**src/rtl/product_scan_unit_pkg.sv**
```systemverilog
// Shared constants, state encoding and width helper for the product memory scan unit.
package product_scan_unit_pkg;

    localparam int DEPTH = 16;
    localparam int AW    = $clog2(DEPTH);
    localparam int DW    = 8;

    // Smallest width that holds DEPTH full-scale entries without wrapping.
    function automatic int sum_width(input int depth, input int dw);
        return $clog2(depth * ((1 << dw) - 1) + 1);
    endfunction

    localparam int SW = sum_width(DEPTH, DW);
    localparam int CW = $clog2(DEPTH + 1);

    typedef enum logic [1:0] {
        ST_IDLE = 2'd0,
        ST_SCAN = 2'd1,
        ST_DONE = 2'd2
    } scan_state_e;

endpackage

```
**src/rtl/product_scan_unit_if.sv**
```systemverilog
// Handshake, memory read port and result bus of the scan unit.
interface product_scan_unit_if;
    import product_scan_unit_pkg::*;

    logic          start;
    logic [AW-1:0] rd_addr;
    logic          rd_en;
    logic [DW-1:0] rd_data;
    logic          busy;
    logic          done;
    logic [SW-1:0] sum;
    logic [DW-1:0] max_val;
    logic [AW-1:0] max_idx;
    logic [CW-1:0] nz_cnt;

    modport master (
        input  start, rd_data,
        output rd_addr, rd_en, busy, done, sum, max_val, max_idx, nz_cnt
    );

    modport slave (
        output start, rd_data,
        input  rd_addr, rd_en, busy, done, sum, max_val, max_idx, nz_cnt
    );

endinterface

```
**src/rtl/product_scan_unit_scan_stat_accum.sv**
```systemverilog
// Working accumulators for one scan: running sum, first-seen maximum and non-zero count.
module product_scan_unit_scan_stat_accum
    import product_scan_unit_pkg::*;
(
    input  logic          clk,
    input  logic          rst_n,
    input  logic          clr,
    input  logic          smp_en,
    input  logic [AW-1:0] smp_addr,
    input  logic [DW-1:0] smp_data,
    output logic [SW-1:0] sum_nxt,
    output logic [DW-1:0] max_nxt,
    output logic [AW-1:0] idx_nxt,
    output logic [CW-1:0] nz_nxt
);

    logic [SW-1:0] sum_q, sum_d;
    logic [DW-1:0] max_q, max_d;
    logic [AW-1:0] idx_q, idx_d;
    logic [CW-1:0] nz_q,  nz_d;

    always_comb begin
        sum_d = sum_q;
        max_d = max_q;
        idx_d = idx_q;
        nz_d  = nz_q;
        if (clr) begin
            sum_d = '0;
            max_d = '0;
            idx_d = '0;
            nz_d  = '0;
        end else if (smp_en) begin
            sum_d = sum_q + SW'(smp_data);
            // Strict compare: on ties the earlier (lower) address wins.
            if (smp_data > max_q) begin
                max_d = smp_data;
                idx_d = smp_addr;
            end
            if (smp_data != '0) begin
                nz_d = nz_q + CW'(1);
            end
        end
    end

    always_ff @(posedge clk or negedge rst_n) begin
        if (!rst_n) begin
            sum_q <= '0;
            max_q <= '0;
            idx_q <= '0;
            nz_q  <= '0;
        end else begin
            sum_q <= sum_d;
            max_q <= max_d;
            idx_q <= idx_d;
            nz_q  <= nz_d;
        end
    end

    // The top commits on the final sample edge, so it needs the post-sample values.
    assign sum_nxt = sum_d;
    assign max_nxt = max_d;
    assign idx_nxt = idx_d;
    assign nz_nxt  = nz_d;

endmodule

```
**src/rtl/product_scan_unit.sv**
```systemverilog
// Sweeps the product memory once per start request and publishes sum/max/argmax/non-zero count.
//   state   | meaning
//   ST_IDLE | waiting for start, rd_addr parked at 0
//   ST_SCAN | reading one address per cycle, accumulating
//   ST_DONE | one-cycle done pulse, results just committed
module product_scan_unit
    import product_scan_unit_pkg::*;
(
    input  logic                       clk,
    input  logic                       rst_n,
    product_scan_unit_if.master        bus
);

    scan_state_e   state_q, state_d;
    logic [AW-1:0] addr_q,  addr_d;
    logic [SW-1:0] sum_q,   sum_d;
    logic [DW-1:0] max_q,   max_d;
    logic [AW-1:0] idx_q,   idx_d;
    logic [CW-1:0] nz_q,    nz_d;

    logic          acc_clr;
    logic          acc_smp;
    logic          commit;
    logic [SW-1:0] acc_sum;
    logic [DW-1:0] acc_max;
    logic [AW-1:0] acc_idx;
    logic [CW-1:0] acc_nz;

    product_scan_unit_scan_stat_accum u_accum (
        .clk      (clk),
        .rst_n    (rst_n),
        .clr      (acc_clr),
        .smp_en   (acc_smp),
        .smp_addr (addr_q),
        .smp_data (bus.rd_data),
        .sum_nxt  (acc_sum),
        .max_nxt  (acc_max),
        .idx_nxt  (acc_idx),
        .nz_nxt   (acc_nz)
    );

    always_comb begin
        state_d = state_q;
        addr_d  = addr_q;
        acc_clr = 1'b0;
        acc_smp = 1'b0;
        commit  = 1'b0;
        case (state_q)
            ST_IDLE: begin
                addr_d = '0;
                if (bus.start) begin
                    acc_clr = 1'b1;
                    state_d = ST_SCAN;
                end
            end
            ST_SCAN: begin
                acc_smp = 1'b1;
                if (addr_q == AW'(DEPTH - 1)) begin
                    addr_d  = '0;
                    commit  = 1'b1;
                    state_d = ST_DONE;
                end else begin
                    addr_d = addr_q + AW'(1);
                end
            end
            ST_DONE: begin
                state_d = ST_IDLE;
            end
            default: begin
                addr_d  = '0;
                state_d = ST_IDLE;
            end
        endcase
    end

    always_comb begin
        sum_d = sum_q;
        max_d = max_q;
        idx_d = idx_q;
        nz_d  = nz_q;
        if (commit) begin
            sum_d = acc_sum;
            max_d = acc_max;
            idx_d = acc_idx;
            nz_d  = acc_nz;
        end
    end

    always_ff @(posedge clk or negedge rst_n) begin
        if (!rst_n) begin
            state_q <= ST_IDLE;
            addr_q  <= '0;
            sum_q   <= '0;
            max_q   <= '0;
            idx_q   <= '0;
            nz_q    <= '0;
        end else begin
            state_q <= state_d;
            addr_q  <= addr_d;
            sum_q   <= sum_d;
            max_q   <= max_d;
            idx_q   <= idx_d;
            nz_q    <= nz_d;
        end
    end

    assign bus.rd_addr = addr_q;
    assign bus.busy    = (state_q == ST_SCAN);
    assign bus.rd_en   = (state_q == ST_SCAN);
    assign bus.done    = (state_q == ST_DONE);
    assign bus.sum     = sum_q;
    assign bus.max_val = max_q;
    assign bus.max_idx = idx_q;
    assign bus.nz_cnt  = nz_q;

endmodule
```
**src/flat_wrapper.sv**
```systemverilog
// flat-port wrapper written by rule: the top's interface ports become plain ports
module product_scan_unit_flat import product_scan_unit_pkg::*;
  (clk, rst_n, bus_start, bus_rd_data, bus_rd_addr, bus_rd_en, bus_busy, bus_done, bus_sum, bus_max_val, bus_max_idx, bus_nz_cnt);
  product_scan_unit_if bus_i ();
  input  logic clk;
  input  logic rst_n;
  input wire logic [$bits(bus_i.start)-1:0] bus_start;
  input wire logic [$bits(bus_i.rd_data)-1:0] bus_rd_data;
  output wire logic [$bits(bus_i.rd_addr)-1:0] bus_rd_addr;
  output wire logic [$bits(bus_i.rd_en)-1:0] bus_rd_en;
  output wire logic [$bits(bus_i.busy)-1:0] bus_busy;
  output wire logic [$bits(bus_i.done)-1:0] bus_done;
  output wire logic [$bits(bus_i.sum)-1:0] bus_sum;
  output wire logic [$bits(bus_i.max_val)-1:0] bus_max_val;
  output wire logic [$bits(bus_i.max_idx)-1:0] bus_max_idx;
  output wire logic [$bits(bus_i.nz_cnt)-1:0] bus_nz_cnt;
  assign bus_i.start = bus_start;
  assign bus_i.rd_data = bus_rd_data;
  assign bus_rd_addr = bus_i.rd_addr;
  assign bus_rd_en = bus_i.rd_en;
  assign bus_busy = bus_i.busy;
  assign bus_done = bus_i.done;
  assign bus_sum = bus_i.sum;
  assign bus_max_val = bus_i.max_val;
  assign bus_max_idx = bus_i.max_idx;
  assign bus_nz_cnt = bus_i.nz_cnt;
  product_scan_unit u_core (.clk(clk), .rst_n(rst_n), .bus(bus_i));
endmodule
```
**config.mk**
```make
export PLATFORM = sky130hd
export DESIGN_NAME = product_scan_unit_flat
export DESIGN_NICKNAME = d
export VERILOG_FILES = /design/src/rtl/product_scan_unit_pkg.sv /design/src/rtl/product_scan_unit_if.sv /design/src/rtl/product_scan_unit_scan_stat_accum.sv /design/src/rtl/product_scan_unit.sv /design/src/flat_wrapper.sv
export SDC_FILE = /design/constraint.sdc
export NUM_CORES = 1
export LEC_CHECK = 0
export BUFFER_PORTS_ARGS = -buffer_cell sky130_fd_sc_hd__buf_2
export CORE_UTILIZATION = 52
export DETAILED_ROUTE_END_ITERATION = 8
export PLACE_DENSITY = 0.84
export SYNTH_ARGS = -nofsm -noshare
export SYNTH_HDL_FRONTEND = slang
export SYNTH_SLANG_ARGS = --single-unit
```
**constraint.sdc**
```tcl
create_clock -name clk -period 2 [get_ports clk]
set_clock_uncertainty 0.05 [all_clocks]
set_input_delay 0.3 -clock clk [delete_from_list [all_inputs] [get_ports clk]]
set_output_delay 0.3 -clock clk [all_outputs]
set_load 0.05 [all_outputs]
```
==> results by group, run 1 <==
Clock network
  • Max H-tree Level: 3
  • CTS root buffer: clkbuf_8
  • TritonCTS clock tree: built
  • Clk pin slew, worst setup/hold paths: 0.07 ns
  • Num CTS Buffers: 9
  • Worst-case clock buffer depth: 2
  • Clock Sinks: 64
  • Clock latency on the worst-skew pair: 0.36 ns

Die
  • Initial core utilization: 53.6%
  • Die Y: 82.7 microns
  • Die ar.: 6840 sq um
  • Site Rows: 29
  • Core box area: 6310 sq um
  • Top-level I/O count: 47
  • Die Width: 82.7 microns

Synthesis
  • Sequential share of the synthesized area: 47.3%
  • Post-Syn Area: 3390 sq um
  • Flops & latches, synth: 64
  • Yosys warning count: 0
  • Post-synth top area cell: dfrtp_1
  • Unique cell type count in the Yosys netlist: 54
  • Syn Inst Count: 357
  • Net count after synthesis: 387
  • Mean Syn Cell Area: 9.49 sq um
  • Post-synth ARST share: 100%
  • Top FF cell, synth: dfrtp_1
  • Top post-synthesis cells by area: dfrtp_1, ha_1, nand2_1
  • Top cell type's share of synthesized area: 47.3%
  • Post-synth EDFFs: 0

Place
  • Area after DPL: 3830 sq um
  • RePlAce Congestion: 0.906
  • PortBufs: 46
  • Hpwl dp: 5670 microns
  • Pre-CTS setup slack: -0.297 ns

GRT
  • Largest net degree at the start of global routing: 36
  • Vias in the first global route: 3227
  • Gr ovfl total: 0
  • Gr usage total: 30.5%
  • Initial antenna violation count: 0
  • First-pass GRT wire length: 15300 microns

STA
  • Slew Limit Fails: 0
  • F_max: 423 MHz
  • Minimum clock period: 2.36 ns
  • Final setup margin: -0.365 ns
  • Final count of hold timing violations: 0
  • Max_slew headroom: 64.6%
  • Worst-Margin Slew: 0.528 ns
  • Final count of negative-setup-slack endpoints: 30
  • Fin crit share: 118%
  • RSZ-0062 raised after global routing: yes

Critical path
  • Kind of critical path: register to register
  • Worst R2R Path Depth: 8
  • Slowest CP cell: o211ai_1
  • Crit path DAT: 2.58 ns
  • Critical path, cell by cell: inv_2, ha_4, nor2b_4, o211ai_1, and4bb_4, buf_12, o21ai_4, a31oi_1
  • Buf+Inv Stages, Crit Path: 2
  • Flop-to-flop setup slack: -0.36 ns
  • Crit path launch type: register
  • Worst Path Required: 2.21 ns
  • Critical Path Stages: 8
  • CP delay by family, top: compound AO/OA/AOI/OAI gates
  • Launch point of the worst reg-to-reg path: u_core.u_accum.max_q[1]
  • CP peak stage delay: 0.46 ns
  • CP endpoint kind: register
  • Worst r2r dst: u_core.bus.max_idx[2]
  • Worst-path maximum fanout: 4

Min path
  • HP Class: input pin to register
  • Hold Startpoint: bus_rd_data[3]
  • Worst hold stages: 3
  • Hold Path End: u_core.u_accum.max_q[3]

Layout
  • ANT cells: 0
  • Fraction of layout cells with a size suffix above 1: 41.1%
  • Final Cell Area: 4640 sq um
  • Final nets: 466
  • Area growth from synthesis to layout: 37.1%

Drt
  • Vias/cell: 6.72
  • Total number of vias: 3472
  • # DRC: 0
  • TritonRoute pass-1 iters: 5
  • Total Routed Length: 11800 microns
  • WL/cell: 22.9 microns
  • Routed Antenna Nets: 0
  • Initial DRC Count: 301

Run status
  • Violated checks: setup timing
  • Status: finished, violations left

Run
  • Max_cap viols: 0
==> cell families (layout without fill, tap and decap cells) <==
kind of cell / after synthesis / in the layout / share of synthesized area, %
compound gates: 100 / 100 / 19.2
buf+inv: 38 / 120 / 5.25
flops: 64 / 64 / 47.3
mux: 4 / 4 / 1.18
fa+ha+maj: 19 / 19 / 7.24
xor+xnor: 7 / 7 / 1.81
simple gates: 125 / 126 / 18.0
==> placed cells by master (no fill, tap or decap), types with 9 or more instances in the layout <==
cell type / count
nand3_1: 14
o21ai_4: 9
nand2_1: 46
a21oi_1: 12
nor2_1: 20
dfrtp_1: 62
a21oi_2: 14
buf_2: 44
a31oi_1: 11
inv_1: 12
o21ai_0: 11
clkbuf_8: 10
nand3_2: 11
buf_4: 32
ha_1: 13
==> worst max-delay path by stage <==
stage               slack, ns                     from                    end
global route            -0.45  u_core.u_accum.max_q[1]  u_core.bus.max_idx[2]
detailed placement      -0.30           bus_rd_data[5]  u_core.bus.max_idx[2]
global placement        -0.13           bus_rd_data[0]      u_core.bus.sum[8]
CTS                     -0.15  u_core.u_accum.sum_q[0]     u_core.bus.sum[10]
finish                  -0.36  u_core.u_accum.max_q[1]  u_core.bus.max_idx[2]
floorplan               0.001  u_core.u_accum.sum_q[0]      u_core.bus.sum[8]
==> cells in the mapped netlist (4+ instances only) <==
library cell	n
dfrtp_1	64
nand2_1	46
nand3_1	27
a21oi_1	26
nor2_1	21
ha_1	18
o21ai_0	18
inv_1	15
a31oi_1	12
o21ai_1	11
buf_2	7
nand4_1	7
clkbuf_1	6
a211o_1	5
a21o_1	4
and4_1	4
mux2i_1	4
o31ai_1	4
xnor2_1	4
==> per-layer routing <==
metal  wire length (microns)  up-vias  part of all wire [%]  global-route usage [%]
met5                       0        -                     0                       0
met4                     833        0                   7.0                    19.1
met3                    1160       90                   9.8                    8.68
met2                    5570      280                    47                    50.7
met1                    4260     1663                    36                    34.5
li1                        -     1439                     -                       -
==> sequential cells by signal, indices dropped and copies added, names as in the netlist <==
signal and flops:
u_core.bus.nz_cnt 5, u_core.bus.max_val 8, u_core.bus.rd_addr 4, u_core.u_accum.idx_q 4, u_core.state_q 2, u_core.bus.max_idx 4
u_core.u_accum.nz_q 5, u_core.u_accum.sum_q 12, u_core.u_accum.max_q 8, u_core.bus.sum 12
==> cell type report <==
cell class	count	area (sq um)
Clock buffer	11	141
Clock inverter	4	45.0
Fill cell	407	1670
Inverter	17	65.1
Multi-Input combinational cell	256	2050
Sequential cell	64	1600
Tap cell	77	96.3
Timing Repair Buffer	88	641
==> timing repair <==
item | in CTS | in global routing
gates cloned | 2 | 1
pin swaps | 13 | 38
hold buffers | 1 | 0
hold endpoints to repair | 64 | 0
setup endpoints to repair | 30 | 34
gates resized for setup | 38 | 68
setup buffers | 3 | 11
==> per-stage QoR <==
stage / hold slack (ns) / instances / setup TNS (ns) / util (%)
detailed placement: 0.296 / 485 / -5.72 / 60.6
global placement: 0.287 / 485 / -0.716 / 60.6
finish: 0.201 / 517 / -6.05 / 73.5
CTS: 0.192 / 505 / -0.355 / 67.2
global route: 0.204 / 517 / -7.61 / 73.5
floorplan: -0.0456 / 357 / 0 / -
==> worst register-to-register path, delay by kind of cell, from the launching register on <==
kind	cells	cell delay, ns
flip-flops	1	0.41
buffers and inverters	2	0.25
AO/OA/AOI/OAI	3	0.79
AND/OR/NAND/NOR	2	0.56
adder cells (fa/ha/maj)	1	0.21
Power of run 1 is left out: the tool's default activity adds up to more than one toggle a clock period on the data nets, which glitch-free logic cannot reach.
==> inputs of run 2 (changes only) <==
--- a/config.mk
+++ b/config.mk
@@ -9,6 +9,7 @@
 export CORE_UTILIZATION = 52
 export DETAILED_ROUTE_END_ITERATION = 8
 export PLACE_DENSITY = 0.84
+export RECOVER_POWER = 100
 export SYNTH_ARGS = -nofsm -noshare
 export SYNTH_HDL_FRONTEND = slang
 export SYNTH_SLANG_ARGS = --single-unit
==> run 2 against run 1 <==
Critical path depth unchanged. Worst hold slack improved by 0.0034 ns. The flow still finishes with violations (setup timing). Via count decreased by 0.84%. Final cell count unchanged. Utilization decreased by 0.89 points. Maximum frequency decreased by 0.69%. Worst setup slack got worse by 0.017 ns. First-iteration DRC count increased by 10%.
==> results by group, run 2 (same netlist as run 1, synthesis figures left out) <==
Drt
  • M1 WL: 4330 microns (was 4260 microns)
  • Routed Antenna Nets: 0 (unchanged)
  • Total Routed Length: 11800 microns (about the same)
  • # DRC: 0 (unchanged)
  • Initial DRC Count: 332 (was 301)
  • Met2 wire length: 5570 microns (about the same)
  • Total number of vias: 3443 (was 3472)
  • WL/cell: 22.9 microns (about the same)
  • TritonRoute pass-1 iters: 5 (unchanged)
  • Met3 Wirelength: 1080 microns (was 1160 microns)
  • Top Metal Used: met4 (unchanged)
  • Vias/cell: 6.66 (was 6.72)

STA
  • Slew Limit Fails: 0 (unchanged)
  • Final count of negative-setup-slack endpoints: 33 (was 30)
  • RSZ-0062 raised after global routing: yes (unchanged)
  • Max_slew headroom: 38.0% (was 64.6%)
  • Final setup margin: -0.381 ns (was -0.365 ns)
  • Minimum clock period: 2.38 ns (was 2.36 ns)
  • Final count of hold timing violations: 0 (unchanged)
  • F_max: 420 MHz (was 423 MHz)
  • Worst-Margin Slew: 0.929 ns (was 0.528 ns)
  • Fin crit share: 119% (was 118%)

Critical path
  • CP endpoint kind: register (unchanged)
  • Flop-to-flop setup slack: -0.38 ns (was -0.36 ns)
  • Worst-path maximum fanout: 4 (unchanged)
  • Worst R2R Path Depth: 8 (unchanged)
  • Launch point of the worst reg-to-reg path: u_core.u_accum.max_q[1] (unchanged)
  • Crit path DAT: 2.59 ns (was 2.58 ns)
  • Crit path launch type: register (unchanged)
  • Worst Path Required: 2.21 ns (about the same)
  • Kind of critical path: register to register (unchanged)
  • Worst r2r dst: u_core.bus.max_idx[2] (unchanged)

Clock network
  • Worst-case clock buffer depth: 2 (unchanged)
  • CTS root buffer: clkbuf_8 (unchanged)
  • TritonCTS clock tree: built (unchanged)
  • Clock latency on the worst-skew pair: 0.36 ns (about the same)
  • Clk pin slew, worst setup/hold paths: 0.07 ns (about the same)
  • Clock Sinks: 64 (unchanged)
  • Max H-tree Level: 3 (unchanged)
  • Num CTS Buffers: 9 (unchanged)

Run status
  • Violated checks: setup timing (unchanged)
  • Status: finished, violations left (unchanged)

Place
  • RePlAce Congestion: 0.906 (unchanged)
  • Hpwl dp: 5670 microns (unchanged)
  • PortBufs: 46 (unchanged)

GRT
  • Vias in the first global route: 3227 (unchanged)
  • Gr ovfl total: 0 (unchanged)
  • Initial antenna violation count: 0 (unchanged)
  • Largest net degree at the start of global routing: 36 (unchanged)
  • Gr usage total: 30.5% (unchanged)
  • First-pass GRT wire length: 15300 microns (unchanged)

Layout
  • ANT cells: 0 (unchanged)
  • Area of the multi-input gates: 2050 sq um (about the same)
  • Area growth from synthesis to layout: 35.4% (was 37.1%)
  • Fillers: 435 (was 407)
  • Most frequent cells in the layout: dfrtp_1, nand2_1, clkbuf_1 (was dfrtp_1, nand2_1, buf_2)
  • Final nets: 466 (unchanged)
  • Commonest non-fill, non-tap cell in the layout: dfrtp_1 (unchanged)
  • Core Util, Final: 72.6% (was 73.5%)
  • Seq. cell area: 1600 sq um (about the same)
  • Fraction of layout cells with a size suffix above 1: 33.2% (was 41.1%)

Die
  • Die Width: 82.7 microns (unchanged)
  • Core box area: 6310 sq um (unchanged)
  • Initial core utilization: 53.6% (unchanged)
  • Die ar.: 6840 sq um (unchanged)
  • Die Y: 82.7 microns (unchanged)
  • Top-level I/O count: 47 (unchanged)
  • Site Rows: 29 (unchanged)

Min path
  • Hold Path End: u_core.u_accum.max_q[3] (unchanged)
  • Hold Startpoint: bus_rd_data[3] (unchanged)
  • Worst hold stages: 3 (unchanged)
  • HP Class: input pin to register (unchanged)

Run
  • Max_cap viols: 0 (unchanged)
==> run 2: changes by cell type in the layout (fill, tap and decap cells not counted) <==
cell,delta
clkinv_2,-1
clkbuf_1,+33
dfrtp_1,+1
a21oi_1,+1
clkbuf_2,+4
clkinvlp_2,+1
buf_4,-4
a21oi_2,-1
dfrtp_2,-1
buf_2,-33
==> run 2: timing repair <==
item,CTS,global route
resized for setup,38,68
endpoints found under the setup margin,30,34
endpoints found under the hold margin,64,0
setup buffers,3,11
pin swaps,13,38
hold buffers,1,0
cloned,2,1
==> run 2: layout make-up <==
type	instances	area share (%)
clock buffers	11	3.08
inverters	17	1.42
flip-flops and latches	64	35.0
repair buffers	88	12.9
clock inverters	4	0.982
well taps	77	2.10
multi-input cells	256	44.6
==> run 2: worst max-delay path by stage <==
stage	from	endpoint	slack, ns	cells after the start
finish	u_core.u_accum.max_q[1]	u_core.bus.max_idx[2]	-0.38	8
global route	u_core.u_accum.max_q[1]	u_core.bus.max_idx[2]	-0.45	8
CTS	u_core.u_accum.sum_q[0]	u_core.bus.sum[10]	-0.15	8
detailed placement	bus_rd_data[5]	u_core.bus.max_idx[2]	-0.30	8
global placement	bus_rd_data[0]	u_core.bus.sum[8]	-0.13	9
floorplan	u_core.u_accum.sum_q[0]	u_core.bus.sum[8]	0.001	8
==> run 2: metal layers <==
metal / track usage [%] / vias to the layer above
met3: 8.68 / 97
met5: 0 / -
li1: - / 1437
met2: 50.7 / 262
met4: 19.1 / 0
met1: 34.5 / 1647
==> run 2: stage by stage <==
step | cells | setup TNS (ns) | setup WS [ns] | hold WS, ns | area (sq um)
after CTS | 505 | -0.355 | -0.149 | 0.192 | 4240
after global placement | 485 | -0.716 | -0.127 | 0.287 | 3830
after detailed placement | 485 | -5.72 | -0.297 | 0.296 | 3830
after floorplan | 357 | 0 | 0.00132 | -0.0456 | 3390
after global routing | 517 | -8.43 | -0.451 | 0.204 | 4590
final | 517 | -6.41 | -0.381 | 0.204 | 4590
==> run 2: worst max-delay path: stages (launching register included) <==
cell      delay (ns)
dfrtp_1         0.41
inv_2           0.09
ha_4            0.20
nor2b_4         0.12
o211ai_1        0.47
and4bb_4        0.44
buf_12          0.16
o21ai_4         0.06
a31oi_1         0.26
Power of run 2 is left out for the same reason.
==> inputs of run 3 (changes only) <==
--- a/config.mk
+++ b/config.mk
@@ -6,9 +6,9 @@
 export NUM_CORES = 1
 export LEC_CHECK = 0
 export BUFFER_PORTS_ARGS = -buffer_cell sky130_fd_sc_hd__buf_2
-export CORE_UTILIZATION = 52
+export CORE_UTILIZATION = 40
 export DETAILED_ROUTE_END_ITERATION = 8
-export PLACE_DENSITY = 0.84
+export PLACE_DENSITY = 0.69
 export RECOVER_POWER = 100
 export SYNTH_ARGS = -nofsm -noshare
 export SYNTH_HDL_FRONTEND = slang
==> run 3 against run 2 <==
The run still ends with setup timing left. Non-clock buffer count is 5 lower. Die area is 29% higher. Highest routed layer unchanged. Worst hold slack better by 0.0012 ns. Via count is 12% lower. Maximum frequency is 14% higher. Cell area is 5.8% lower.
==> results by group, run 3 (same netlist as run 1, synthesis figures left out) <==
STA
  • Final setup margin: -0.0884 ns (was -0.381 ns)
  • Max_slew headroom: 41.4% (was 38.0%)
  • F_max: 479 MHz (was 420 MHz)
  • Hold Worst Slack: 0.206 ns (was 0.204 ns)
  • Setup_tns: -0.757 ns (was -6.41 ns)
  • RSZ-0062 raised after global routing: yes (unchanged)
  • Worst-Margin Slew: 0.879 ns (was 0.929 ns)
  • Fin crit share: 104% (was 119%)
  • Final count of negative-setup-slack endpoints: 19 (was 33)
  • Slew Limit Fails: 0 (unchanged)
  • Minimum clock period: 2.09 ns (was 2.38 ns)
  • Final count of hold timing violations: 0 (unchanged)

Layout
  • Final nets: 461 (was 466)
  • Area of the multi-input gates: 1850 sq um (was 2050 sq um)
  • Commonest non-fill, non-tap cell in the layout: dfrtp_1 (unchanged)
  • Fraction of layout cells with a size suffix above 1: 27.3% (was 33.2%)
  • Most frequent cells in the layout: dfrtp_1, nand2_1, clkbuf_1 (unchanged)
  • Area growth from synthesis to layout: 27.6% (was 35.4%)
  • Final Cell Area: 4320 sq um (was 4590 sq um)
  • Seq. cell area: 1600 sq um (unchanged)
  • Fillers: 753 (was 435)
  • ANT cells: 0 (unchanged)

Clock network
  • Max H-tree Level: 3 (unchanged)
  • Clock Sinks: 64 (unchanged)
  • Worst-case clock buffer depth: 2 (unchanged)
  • Clock latency on the worst-skew pair: 0.35 ns (was 0.36 ns)
  • Clk pin slew, worst setup/hold paths: 0.07 ns (about the same)
  • Num CTS Buffers: 9 (unchanged)
  • CTS root buffer: clkbuf_8 (unchanged)
  • TritonCTS clock tree: built (unchanged)

Drt
  • Initial DRC Count: 180 (was 332)
  • Total number of vias: 3027 (was 3443)
  • Vias/cell: 5.60 (was 6.66)
  • Total Routed Length: 9020 microns (was 11800 microns)
  • # DRC: 0 (unchanged)
  • TritonRoute pass-1 iters: 4 (was 5)
  • WL/cell: 16.7 microns (was 22.9 microns)
  • Routed Antenna Nets: 0 (unchanged)

Pwr
  • P per Cell Area: 1960 nW/um^2
  • PnR Total Power: 8460 uW
  • Static Leak: 0.00191 uW
  • Peak supply drop: 0.821 mV

Die
  • Die Width: 94.0 microns (was 82.7 microns)
  • Die Y: 94.0 microns (was 82.7 microns)
  • Initial core utilization: 41.2% (was 53.6%)
  • Top-level I/O count: 47 (unchanged)
  • Die ar.: 8840 sq um (was 6840 sq um)
  • Site Rows: 33 (was 29)
  • Core box area: 8220 sq um (was 6310 sq um)

Critical path
  • CP endpoint kind: register (unchanged)
  • Crit path launch type: register (unchanged)
  • Worst-path maximum fanout: 4 (unchanged)
  • Worst r2r dst: u_core.bus.sum[10] (was u_core.bus.max_idx[2])
  • Flop-to-flop setup slack: -0.09 ns (was -0.38 ns)
  • Launch point of the worst reg-to-reg path: u_core.u_accum.sum_q[0] (was u_core.u_accum.max_q[1])
  • Kind of critical path: register to register (unchanged)
  • Worst Path Required: 2.23 ns (was 2.21 ns)
  • Crit path DAT: 2.32 ns (was 2.59 ns)
  • Worst Setup EP: u_core.bus.sum[10] (was u_core.bus.max_idx[2])
  • Critical Path Start: u_core.u_accum.sum_q[0] (was u_core.u_accum.max_q[1])
  • Worst R2R Path Depth: 8 (unchanged)

GRT
  • Largest net degree at the start of global routing: 65 (was 36)
  • Gr ovfl total: 0 (unchanged)
  • First-pass GRT wire length: 13900 microns (was 15300 microns)
  • Initial antenna violation count: 0 (unchanged)
  • Gr usage total: 20.6% (was 30.5%)
  • Vias in the first global route: 2956 (was 3227)

Run status
  • Status: finished, violations left (unchanged)
  • Violated checks: setup timing (unchanged)

Place
  • Area after DPL: 3880 sq um (was 3830 sq um)
  • PortBufs: 46 (unchanged)
  • RePlAce Congestion: 0.858 (was 0.906)
  • Hpwl dp: 5770 microns (was 5670 microns)

Min path
  • Hold Startpoint: bus_rd_data[1] (was bus_rd_data[3])
  • HP Class: input pin to register (unchanged)

Run
  • Max_cap viols: 0 (unchanged)
## run 3: cell types whose count changed in the layout (fill, tap and decap cells not counted), moves of 2 or more
cell / before / now
o21ai_1: 5 / 12
buf_6: 6 / 4
a21oi_2: 13 / 11
buf_12: 3 / 0
nand3_4: 3 / 0
nand3_1: 14 / 17
a21oi_1: 13 / 15
o21ai_4: 9 / 0
## run 3: final cells by class
class | count | share of cell area, %
multi-input cells | 256 | 42.7
flip-flops and latches | 64 | 37.1
repair buffers | 83 | 11.0
clock buffers | 13 | 3.68
well taps | 105 | 3.04
inverters | 17 | 1.51
clock inverters | 3 | 0.926
## run 3: worst min-delay path by stage
| stage | to | slack, ns | depth (start not counted) |
|---|---|---|---|
| 2_1_floorplan | u_core.bus.max_idx[0] | -0.05 | 0 |
| 3_3_place_gp | u_core.bus.sum[6] | 0.29 | 2 |
| 3_5_place_dp | u_core.bus.sum[6] | 0.29 | 2 |
| 4_1_cts | u_core.u_accum.max_q[4] | 0.22 | 3 |
| 5_1_grt | u_core.u_accum.max_q[1] | 0.21 | 3 |
| 6_report | u_core.u_accum.max_q[1] | 0.21 | 3 |
## run 3: power breakdown
group	internal (uW)	total, uW	switching (uW)
registers	1910	2360	440
logic	1670	4970	3300
clock network	641	1140	497
## run 3: what timing repair did
item | 4_1_cts | 5_1_grt
buffers inserted | 1 | 4
pin swaps | 5 | 12
gates resized for setup | 6 | 57
gates cloned | 1 | 1
hold buffers | 1 | 0
setup endpoints to repair | 26 | 33
hold endpoints to repair | 64 | 0
## run 3: worst max-delay path, stage by stage, from the launching register on
cell,delay (ns)
dfrtp_1,0.35
ha_2,0.19
inv_2,0.04
fa_2,0.33
and2b_2,0.27
o2111ai_4,0.13
a211o_1,0.33
a211o_1,0.28
nand3_2,0.06
## run 3: layer usage
| metal | GRT usage, % | share of wire (%) |
|---|---|---|
| met1 | 26.3 | 42 |
| met2 | 32.7 | 50 |
| met3 | 4.13 | 4.8 |
| met4 | 11.2 | 2.9 |
| met5 | 0 | 0 |
## run 3: per-stage QoR
step | std cells | util [%] | setup WS (ns)
after floorplan | 357 | - | 0.00132
after global routing | 541 | 52.6 | -0.193
final | 541 | 52.6 | -0.0884
after CTS | 536 | 50.3 | -0.0777
after detailed placement | 517 | 47.2 | -0.157
after global placement | 517 | 47.2 | -0.134
Note: power is estimated with default switching activity, not from simulation.
